[src/rtl/bcd_countdown_timer.sv]
// rtl/bcd_countdown_timer.sv - N-digit BCD countdown timer with load, start/stop/pause and auto-restart
// Optional feature macro: BLANK_ON_EXPIRE_EN (blank all digits to 4'hF while EXPIRED).
module bcd_countdown_timer #(
    parameter int                  DIGITS = 4,
    parameter logic [4*DIGITS-1:0] INIT   = '0
) (
    input  logic                  clk,
    input  logic                  reset,
    input  logic                  tick,
    input  logic                  load,
    input  logic [4*DIGITS-1:0]   load_value,
    input  logic                  start,
    input  logic                  stop,
    output logic [4*DIGITS-1:0]   digits,
    output logic [1:0]            state,
    output logic                  done
);

    localparam int W = 4 * DIGITS;

    localparam logic [1:0] ST_IDLE    = 2'b00;
    localparam logic [1:0] ST_RUN     = 2'b01;
    localparam logic [1:0] ST_PAUSED  = 2'b10;
    localparam logic [1:0] ST_EXPIRED = 2'b11;

    logic [W-1:0] count_q,  count_d;
    logic [W-1:0] reload_q, reload_d;
    logic [W-1:0] digits_q, digits_d;
    logic [1:0]   state_q,  state_d;
    logic         done_q,   done_d;
    logic [W-1:0] count_dec;

    function automatic logic [W-1:0] bcd_clamp(input logic [W-1:0] v);
        logic [W-1:0] r;
        r = v;
        for (int i = 0; i < DIGITS; i++) begin
            if (r[4*i +: 4] > 4'd9) r[4*i +: 4] = 4'd9;
        end
        return r;
    endfunction

    // Ripple borrow: a zero digit wraps to 9 and passes the borrow upward.
    function automatic logic [W-1:0] bcd_dec(input logic [W-1:0] v);
        logic [W-1:0] r;
        logic         borrow;
        r      = v;
        borrow = 1'b1;
        for (int i = 0; i < DIGITS; i++) begin
            if (borrow) begin
                if (r[4*i +: 4] == 4'd0) begin
                    r[4*i +: 4] = 4'd9;
                end else begin
                    r[4*i +: 4] = r[4*i +: 4] - 4'd1;
                    borrow      = 1'b0;
                end
            end
        end
        return r;
    endfunction

    assign count_dec = bcd_dec(count_q);

    always_comb begin
        count_d  = count_q;
        reload_d = reload_q;
        state_d  = state_q;
        done_d   = 1'b0;
        if (load) begin
            count_d  = bcd_clamp(load_value);
            reload_d = bcd_clamp(load_value);
            state_d  = ST_IDLE;
        end else begin
            case (state_q)
                ST_IDLE: begin
                    if (!stop && start) begin
                        if (count_q == '0) begin
                            state_d = ST_EXPIRED;
                            done_d  = 1'b1;
                        end else begin
                            state_d = ST_RUN;
                        end
                    end
                end
                ST_RUN: begin
                    if (stop) begin
                        state_d = ST_PAUSED;
                    end else if (tick) begin
                        count_d = count_dec;
                        if (count_dec == '0) begin
                            state_d = ST_EXPIRED;
                            done_d  = 1'b1;
                        end
                    end
                end
                ST_PAUSED: begin
                    if (!stop && start) state_d = ST_RUN;
                end
                default: begin
                    if (!stop && start) begin
                        count_d = reload_q;
                        if (reload_q == '0) begin
                            done_d = 1'b1;
                        end else begin
                            state_d = ST_RUN;
                        end
                    end
                end
            endcase
        end
`ifdef BLANK_ON_EXPIRE_EN
        digits_d = (state_d == ST_EXPIRED) ? {DIGITS{4'hF}} : count_d;
`else
        digits_d = count_d;
`endif
    end

    always_ff @(posedge clk) begin
        if (reset) begin
            count_q  <= INIT;
            reload_q <= INIT;
            digits_q <= INIT;
            state_q  <= ST_IDLE;
            done_q   <= 1'b0;
        end else begin
            count_q  <= count_d;
            reload_q <= reload_d;
            digits_q <= digits_d;
            state_q  <= state_d;
            done_q   <= done_d;
        end
    end

    assign digits = digits_q;
    assign state  = state_q;
    assign done   = done_q;

endmodule

[config.mk]
export PLATFORM = sky130hd
export DESIGN_NAME = bcd_countdown_timer
export DESIGN_NICKNAME = d
export VERILOG_FILES = /design/src/rtl/bcd_countdown_timer.sv
export SDC_FILE = /design/constraint.sdc
export NUM_CORES = 1
export LEC_CHECK = 0
export CORE_UTILIZATION = 40
export CTS_CLUSTER_SIZE = 24
export DETAILED_ROUTE_END_ITERATION = 8
export GPL_TIMING_DRIVEN = 0
export PLACE_DENSITY = 0.64
export SLEW_MARGIN = 20
export SYNTH_ARGS = -nofsm -noshare
export SYNTH_HDL_FRONTEND = slang
export SYNTH_SLANG_ARGS = --single-unit
[constraint.sdc]
create_clock -name clk -period 2.3 [get_ports clk]
set_input_delay 0.69 -clock clk [delete_from_list [all_inputs] [get_ports clk]]
set_output_delay 0.69 -clock clk [all_outputs]
set_load 0.05 [all_outputs]
==> out/results.ini, run 1 <==
[cts]
cts_tree=done
cts_num_sinks=35
htreeDepth=2
cts_root_buf=clkbuf_8
clk_latency_ns=0.29
cts-buffers-inserted=5
clockBufferDepth=2
holdBufCountCts=0
clk_pin_slew_ns=0.08

[pwr]
p_total_mw=1.49
powerDensity_nw_per_um2=575
p_leak_nw=0.988
ir_drop_mv=0.404

[synth]
syn_area_um2=2040
synth_edf_count=0
postSynth.asyncResetShare=0
synth-main-ff-cell=dfxtp_1
syn_avg_cell_area_um2=7.87
ys.warnings.count=0
yosysUniqueCellTypes=55
synth_cells=259
syn_nets=284
ys_seq_area_frac=0.344
synth_seq_cells=35

[timing]
maxSlewHeadroom=0.559
rsz0062_at_grt=yes
fin_worst_skew_ns=0.00680
tightest_slew_ns=0.662
setup_tns_ns=0
hold_violations=0
timing.final.crit_share=0.972
period_needed_ns=2.24
setup_viol_count_final=0
drv_slew=0
fmax_mhz=447

[global_route]
track_usage=0.253
grt_max_degree=11
antenna_found_initial=0
gr-total-overflow=0
grt_pass1_wl_um=10200
grt_pass1_vias=1997

[drt]
drc=0
wire_per_inst_um=16.7
via_count=2175
wl_um=6220
drt-pass1-iter-count=4
postRouteAntennaNets=0
viasPerCell=5.83
drtIter0Drc=165

[floorplanning]
die_h_um=73.4
ios=41
die_area_um2=5380
start_util=0.423
core_area_um2=4820
die_x_um=73.4
core.rowCount=25

[place]
dp_hpwl_um=4460
io_buffers=39
placed_area_um2=2510
place_congestion=0.868

[critical_path]
crit_path_max_fanout=5
reg2reg_from=state[1]
cp_cell_sequence=clkdlybuf4s50_1
rrSetupSlack_ns=0.25
max_stage_delay_ns=0.84
cp-start-kind=flip-flop
crit_required_ns=1.61
arrival_ns=1.55
crit_type=flip-flop to output port
endpoint_kind=output port
cp_top_family=buffers and inverters
cp_num_buf_inv=1
rr_endpoint=digits[6]
rr_worst_depth=8
critPathSlowestCell=clkdlybuf4s50_1

[final_layout]
design_area_um2=2600
drive_gt1_frac=0.0784
diodes=0
nets=330
syn_to_final_growth_pct=27.4

[run_status]
status=complete, no violations

[min_path]
hp-start=reload_q[10]
worstHoldEndpoint=reload_q[10]
min_path_type=flip-flop to flip-flop
min_path_cells=2

[flow_run]
cap_viol_max_count=0

[synth_stat cells (all sizes together), types with 2 or more instances]
cell,number,share of area
a221oi,4,0.023
o22ai,3,0.0092
nor2,21,0.039
nand3,4,0.0098
inv,14,0.026
nand2b,5,0.015
a31oi,6,0.018
ha,3,0.018
nor3,3,0.0074
o21a,5,0.018
clkbuf,4,0.0074
nand4,3,0.0092
a211oi,2,0.0074
a21boi,3,0.011
o31ai,2,0.0074
dfxtp,35,0.34
o21ai,21,0.052
nand3b,4,0.015
o211ai,4,0.015
nand2,30,0.056
a21o,3,0.011
a32o,2,0.0098
nor4,8,0.035
or3,5,0.016
a21oi,25,0.061
mux2i,7,0.034
or4,2,0.0074
buf,8,0.024
nor2b,6,0.018
[through the flow]
stage               setup slack (ns)  std cells  utilization  hold WS (ns)
CTS                          0.00454        373        0.537         0.485
floorplan                      0.120        259            -         0.450
global route                 -0.0146        373        0.539         0.514
global placement              -0.476        365        0.522         0.469
detailed placement            -0.497        365        0.522         0.473
finish                        0.0639        373        0.539         0.484
[cells in the final DEF, fill, tap and decap left out, types with 5 or more instances in the layout]
cell / instances
a21oi_1: 24
a31oi_1: 6
clkbuf_1: 5
clkbuf_8: 5
clkdlybuf4s50_1: 30
dfxtp_1: 35
dlygate4sd2_1: 7
inv_1: 14
mux2i_1: 7
nand2_1: 29
nand2b_1: 5
nor2_1: 21
nor2b_1: 6
nor4_1: 6
o21a_1: 5
o21ai_0: 18
[state kept, by name (all words and copies together) (netlist names)]
signal,cells
state,2
done,1
reload_q,16
digits,16
[worst max path at each step]
stage	depth (start not counted)	to	startpoint
after floorplan	8	digits[5]	state[1]
final	1	digits[8]	digits[8]
after CTS	1	digits[10]	digits[10]
after global placement	6	digits[6]	stop
after detailed placement	6	digits[6]	stop
after global routing	6	digits[6]	stop
[cell families after synthesis]
| group | synth area share |
|---|---|
| buf+inv | 0.0571 |
| fa+ha+maj | 0.0184 |
| simple gates | 0.257 |
| mux | 0.0399 |
| compound gates | 0.280 |
| xor+xnor | 0.00430 |
| flops | 0.344 |
[area by class of cell]
type | instances | area (um2)
Sequential cell | 35 | 701
Buffer | 12 | 67.6
Clock inverter | 1 | 5.00
Fill cell | 494 | 2220
Clock buffer | 7 | 76.3
Tap cell | 67 | 83.8
Inverter | 14 | 52.6
Multi-Input combinational cell | 198 | 1220
Timing Repair Buffer | 39 | 387
[repair_timing]
action	CTS	global route
setup buffers	0	0
hold endpoints to repair	0	0
endpoints found under the setup margin	14	6
resized for setup	8	5
[power breakdown]
part	switching [mW]	internal, mW	leakage [nW]
sequential	0.0456	0.640	0.288
clock	0.234	0.213	0.0422
combinational	0.218	0.143	0.658
total	0.498	0.996	0.988
[routing by layer]
metal  GRT usage  routed length, um  part of all wire  up-vias
li1            -                  -                 -     1047
met1       0.347               2790              0.45     1016
met2       0.388               2730              0.44       95
met3      0.0480                546             0.088       17
met4       0.105                150             0.024        0
met5           0                  0                 0        -
Power figures use the tool's default switching activity.
==> run 2, diff against run 1 <==
- SLEW_MARGIN: 20 -> 15
==> results of run 2 <==
Same layout as run 1: the final DEF is identical, and so are final timing and power.
